<file path="src/rtl/muldiv_sequencer.sv">
// -----------------------------------------------------------------------------
// muldiv_sequencer
//
// Sequences the shared multiply/divide unit for the multicycle core. A one-cycle
// request from main control starts either the mult or the div unit. The
// sequencer then waits for that unit's stop handshake and loads HI/LO through
// the high/low source muxes. Completion and exceptions are reported back to
// main control, which stalls while busy is high.
//
// Optional feature macro: MULDIV_TIMEOUT_EN
//   defined   : WAIT gives up after TIMEOUT cycles with a timeout_exc pulse
//   undefined : WAIT is unbounded and timeout_exc is tied low
//
// Parameters
//   TIMEOUT  max WAIT cycles before the timeout exception (MULDIV_TIMEOUT_EN)
//   CNT_W    cycle counter width, 2**CNT_W must exceed TIMEOUT
//
// Ports
//   clk           system clock, rising edge
//   reset         asynchronous active-low reset
//   op_valid      one-cycle request strobe from main control
//   op_sel        0 = mult, 1 = div (sampled with op_valid)
//   divisor_zero  B register is zero (sampled with op_valid)
//   abort         exception flush; cancels an op that is still waiting
//   mult_stop     mult unit done
//   div_stop      div unit done
//   div_zero      div unit divide-by-zero flag
//   mult_init     one-cycle mult start pulse
//   div_init      one-cycle div start pulse
//   hilo_sel      HI/LO source-mux select: 0 = mult, 1 = div
//   high_load     HI register load enable
//   low_load      LO register load enable
//   busy          high whenever the sequencer is not idle
//   done          one-cycle completion pulse (HI/LO written)
//   div_zero_exc  one-cycle divide-by-zero exception pulse
//   timeout_exc   one-cycle timeout exception pulse
//   cycles        WAIT-cycle count of the current/last op (debug)
//
// Handshake: op_valid is a single-cycle strobe honoured only in IDLE; there is
// no ready signal, main control holds off new requests while busy is high. The
// unit stop signals are level inputs sampled only in WAIT.
//
// The FSM state is held in the typed signal 'state' so checkers can bind to it.
// -----------------------------------------------------------------------------
module muldiv_sequencer #(
   parameter int TIMEOUT = 64,
   parameter int CNT_W   = 7
) (
   input  logic             clk,
   input  logic             reset,
   input  logic             op_valid,
   input  logic             op_sel,
   input  logic             divisor_zero,
   input  logic             abort,
   input  logic             mult_stop,
   input  logic             div_stop,
   input  logic             div_zero,
   output logic             mult_init,
   output logic             div_init,
   output logic             hilo_sel,
   output logic             high_load,
   output logic             low_load,
   output logic             busy,
   output logic             done,
   output logic             div_zero_exc,
   output logic             timeout_exc,
   output logic [CNT_W-1:0] cycles
);

   typedef enum logic [2:0] {
      S_IDLE  = 3'd0,
      S_START = 3'd1,
      S_WAIT  = 3'd2,
      S_WRITE = 3'd3,
      S_ZEXC  = 3'd4,
      S_TOUT  = 3'd5
   } state_t;

   // Elaboration-time guard on the counter sizing.
   if ((TIMEOUT < 1) || ((2 ** CNT_W) <= TIMEOUT)) begin : g_bad_cfg
      $error("muldiv_sequencer: 2**CNT_W must exceed TIMEOUT and TIMEOUT must be >= 1");
   end

   state_t             state;
   state_t             state_nx;
   logic               op_r;
   logic               op_nx;
   logic [CNT_W-1:0]   counter;
   logic [CNT_W-1:0]   counter_nx;
   logic               own_stop;

   // Only the stop of the unit that was started counts; the other is ignored.
   assign own_stop = op_r ? div_stop : mult_stop;

   always_ff @(posedge clk or negedge reset) begin
      if (!reset) begin
         state   <= S_IDLE;
         op_r    <= 1'b0;
         counter <= '0;
      end else begin
         state   <= state_nx;
         op_r    <= op_nx;
         counter <= counter_nx;
      end
   end

   always_comb begin
      state_nx   = state;
      op_nx      = op_r;
      counter_nx = counter;
      case (state)
         S_IDLE: begin
            if (op_valid) begin
               op_nx = op_sel;
               // A zero divisor is known up front, so the div unit is never started.
               if (op_sel && divisor_zero) state_nx = S_ZEXC;
               else                        state_nx = S_START;
            end
         end
         S_START: begin
            counter_nx = '0;
            state_nx   = S_WAIT;
         end
         S_WAIT: begin
            // The counter only advances while staying in WAIT, so on exit it
            // holds the count that was visible in the final WAIT cycle.
            if (abort) begin
               state_nx = S_IDLE;
            end else if (op_r && div_zero) begin
               state_nx = S_ZEXC;
            end else if (own_stop) begin
               state_nx = S_WRITE;
`ifdef MULDIV_TIMEOUT_EN
            end else if (counter == CNT_W'(TIMEOUT - 1)) begin
               state_nx = S_TOUT;
`endif
            end else if (counter != '1) begin
               counter_nx = counter + 1'b1;
            end
         end
         S_WRITE: state_nx = S_IDLE;  // committed; abort has no effect here
         S_ZEXC:  state_nx = S_IDLE;
         S_TOUT:  state_nx = S_IDLE;
         default: state_nx = S_IDLE;
      endcase
   end

   // Moore decodes of registered state only.
   assign mult_init    = (state == S_START) && !op_r;
   assign div_init     = (state == S_START) &&  op_r;
   assign hilo_sel     = op_r;
   assign high_load    = (state == S_WRITE);
   assign low_load     = (state == S_WRITE);
   assign done         = (state == S_WRITE);
   assign busy         = (state != S_IDLE);
   assign div_zero_exc = (state == S_ZEXC);
`ifdef MULDIV_TIMEOUT_EN
   assign timeout_exc  = (state == S_TOUT);
`else
   assign timeout_exc  = 1'b0;
`endif
   assign cycles       = counter;

endmodule

</file>
<file path="config.mk">
export PLATFORM = sky130hd
export DESIGN_NAME = muldiv_sequencer
export DESIGN_NICKNAME = d
export VERILOG_FILES = /design/src/rtl/muldiv_sequencer.sv
export SDC_FILE = /design/constraint.sdc
export NUM_CORES = 1
export LEC_CHECK = 0
export ABC_AREA = 1
export BUFFER_PORTS_ARGS = -buffer_cell sky130_fd_sc_hd__buf_2
export CORE_MARGIN = 2
export CORE_UTILIZATION = 44
export CTS_CLUSTER_SIZE = 16
export DETAILED_ROUTE_END_ITERATION = 10
export PLACE_DENSITY = 0.81
export SYNTH_ARGS = -nofsm -noshare
export SYNTH_HDL_FRONTEND = slang
export SYNTH_SLANG_ARGS = --single-unit
</file>
<file path="constraint.sdc">
create_clock -name clk -period 1.67 [get_ports clk]
set_input_delay 0.0835 -clock clk [delete_from_list [all_inputs] [get_ports clk]]
set_output_delay 0.0835 -clock clk [all_outputs]
set_load 0.02 [all_outputs]
</file>
* After elaboration in Yosys (flattened, before gate mapping)
Index checks and enable logic that the tools add are counted.
** Word-level totals
- Register bits :: 11
- Output and inout port bits :: 16
** Operators by class
- $add $sub $neg :: 1
- Equality and inequality tests :: 11
- Multiplexer cells :: 12
- Reduce and logical (&&, ||, !) cells :: 11
** Operators with widths (count)
- $mux W7 :: 4
- $mux W3 :: 5
- $pmux W7 S2 :: 1
- $ne A2 B2 Y1 const B :: 5
- $pmux W3 S3 :: 1
- $add A7 B1 Y7 const B :: 1
- $ne A7 B7 Y1 const B :: 1
- $eq A3 B2 Y1 const B :: 2
- $reduce_and A5 Y1 :: 1
- $logic_and A1 B1 Y1 :: 4
- $ne A4 B4 Y1 const B :: 1
- $reduce_and A2 Y1 :: 2
- $eq A3 B1 Y1 const B :: 1
- $eq A3 B3 Y1 const B :: 1
- $logic_not A3 Y1 :: 1
- $reduce_bool A3 Y1 :: 1
- $reduce_bool A2 Y1 :: 1
- $logic_not A1 Y1 :: 1
- $mux W1 :: 1

* Depth between registers and ports, before layout
- Depth in word-level cells :: 6
- Gate-level depth with buffers :: 9
- Mapped depth without buffers :: 9

* Worst setup path before layout
OpenSTA, ideal clock, no wires.
- Path kind :: reg-to-output
- Start :: register state[0]
- End :: output high_load
- Arrival time :: 1.445 ns
- Slack :: 0.141 ns
- Stages on the path, launching flop included :: 4
- Path buffers :: 1
- Path through :: dfrtp_1 inv_2 nor3_1 buf_4
** Between the ends
- Longest elaborated chain between the ends :: 1
** RTL lines
- start: declaration :: line 84 : state_t state;
- start signal: assignment :: line 101 : state <= state_nx;
- $eq A3 B2 Y1
- end: declaration :: line 61 : output logic high_load,
Every way passes these cells.

* Final worst setup path
- Start :: register state[0]
- End :: output done
** Between the ends
- Longest elaborated chain between the ends :: 1
** RTL lines
- $eq A3 B2 Y1 :: line 154 : assign done = (state == S_WRITE);
- end: declaration :: line 64 : output logic done,
Every way passes these cells.

==> results.toml <==
[sta]
fmax_mhz = 685.3
finClkSkew_ps = 8.287
fin_crit_ps = 1459
tns_ps = 0
rsz0062_at_grt = "no"
fin_crit_sh_pct = 87.37
setup_viol = 0
slew_violations = 0
hold_viol = 0

[die]
coreArea_um2 = 1727
dieHeight_um = 46.83
initial_core_util_pct = 46.74
num_io_pins = 25
die_area_um2 = 2193
num_rows = 15
die_w_um = 46.83

[placement]
place_area_um2 = 930.9
numPortBuffers = 23
gp_congestion = 0.8157
placed_cells = 156
place_hpwl_um = 1441

[cells_and_area]
diodes = 0
finish.utilization_pct = 56.01
fin_cells = 161
drive_gt1_share_pct = 28.68
nNetsFinal = 147
areaGrowthSynthToFinish_pct = 19.85
post-route-cell-area_um2 = 967.2

[synthesis]
synth_nets = 121
synth_top_cells_by_area = "dfrtp_1 (34%), nand2_1 (17%), nand2_8 (7.4%)"
yosysTopAreaCell = "dfrtp_1"
synth_cells = 111
synth-edff-count = 0
synth-seq-cells = 11
synth_flop_cell = "dfrtp_1"
synth_top_area_share_pct = 34.11
ys_types = 24
syn-mean-instance-area_um2 = 7.270
seq_area_frac_synth_pct = 34.11
yosysWarnings = 0
synthArstFlopShare_pct = 100.0
yosys.cell_count.top_type = "nand2_1"
syn-cell-area_um2 = 807.0
synth_common_cells = "nand2_1 (36), nor2_1 (16), dfrtp_1 (11), inv_1 (10), nand3_1 (8)"

[detailed_routing]
drt-met1-wl_um = 814
drt-pass1-iter-count = 6
antenna_left = 0
wl_met3_um = 62
drc = 0
wirelength_um = 1830
avgRoutedWirePerCell_um = 11.37
num_vias = 805
drtIter0Drc = 25
maxUsedRoutingLayer = "met4"
wl_met2_um = 892
viasPerCell = 5.000

[clock_tree]
clk_pin_slew_ps = 70
cts_max_level = 1
cts_buffers = 3
clockBufferDepth = 2
cts.sinks = 11
cts_tree = "yes"
ctsResizeCount = 0
clk_latency_ps = 280
cts-root-buf = "clkbuf_4"
postCtsSetupBuffers = 0

[global_route]
grt_overflow = 0
grtUsageTotal_pct = 19.24
grt_pass1_wl_um = 2925
antenna_found_initial = 0
grt_max_degree = 12
grt_pass1_vias = 685

[min_path]
hold_class = "in2reg"

[setup_path]
cp-start-kind = "flop"
critPathKind = "reg2out"
path_max_fanout = 4
crit_required_ps = 1590
crit_arrival_ps = 1380
worstSetupEndpointType = "output port"

[power]
p_per_area_nw_per_um2 = 1398
leakage_nw = 0.5177
power_mw = 1.353
ir_drop_mv = 0.6676

[flow_run]
drv_cap = 0

[run_status]
status = "finished clean"
==> flip-flops by register name (all words and copies together) (netlist names) <==
name,cells
state,3
cycles,7
hilo_sel,1
==> final cells by class <==
| type | instances | area, µm² |
|---|---|---|
| Fill cell | 190 | 759.5 |
| Multi-Input combinational cell | 85 | 462.9 |
| Sequential cell | 11 | 275.3 |
| Timing Repair Buffer | 24 | 125.1 |
| Inverter | 12 | 46.29 |
| Tap cell | 25 | 31.28 |
| Clock buffer | 4 | 26.28 |
==> layer usage <==
layer  vias up  track usage, %
li1        394               -
met1       380           24.11
met2        24           30.96
met3         7           1.154
met4         0           14.44
met5         -               0
==> final timing paths <==
kind,to,cells after the start,slack [ps],startpoint
max reg2reg,cycles[4],8,240,cycles[0]
min reg2reg,cycles[6],2,530,cycles[6]
min,hilo_sel,3,90,op_sel
max,done,3,210,state[0]
max in group asynchronous,state[2],2,1240,reset
min in group asynchronous,cycles[1],2,210,reset
==> repair_timing <==
| item | CTS | global route |
|---|---|---|
| hold buffers | 1 | 0 |
| endpoints found under the hold margin | 11 | 0 |
| setup endpoints to repair | 0 | 0 |
==> report_power, final <==
group	switching (mW)	internal [mW]
logic	0.517	0.243
clock network	0.101	0.0927
registers	0.0828	0.317
total	0.701	0.652
==> critical path, stage by stage, from the launching register on <==
cell and delay [ps]:
dfrtp_1 530, inv_2 90, nor3_1 260, buf_2 220
==> cell usage in the layout (no fill, tap or decap), drive strengths merged, types with 2 or more instances in the layout <==
cell     n
nand2   43
buf     23
nor2    18
dfrtp   11
inv     11
nand3   10
a21oi    4
clkbuf   4
nor3     2
nand4    2
o21ai    2
==> cells by family (layout without fill, tap and decap cells) <==
family,after synthesis,after routing,synth area share (%)
AND/OR/NAND/NOR,77,77,51.63
buffers and inverters,15,40,8.526
flip-flops,11,11,34.11
AO/OA/AOI/OAI,6,6,3.720
adder cells (fa/ha/maj),1,1,1.550
other,1,1,0.4647
==> through the flow <==
stage / worst slack, ps / hold slack [ps]
6_report: 210.9 / 86.03
5_1_grt: 115.2 / 122.1
4_1_cts: 201.9 / 71.28
3_5_place_dp: 288.6 / -20.18
3_3_place_gp: 353.5 / -28.68
2_1_floorplan: 141.1 / -212.1
(Power assumes the default switching activity.)
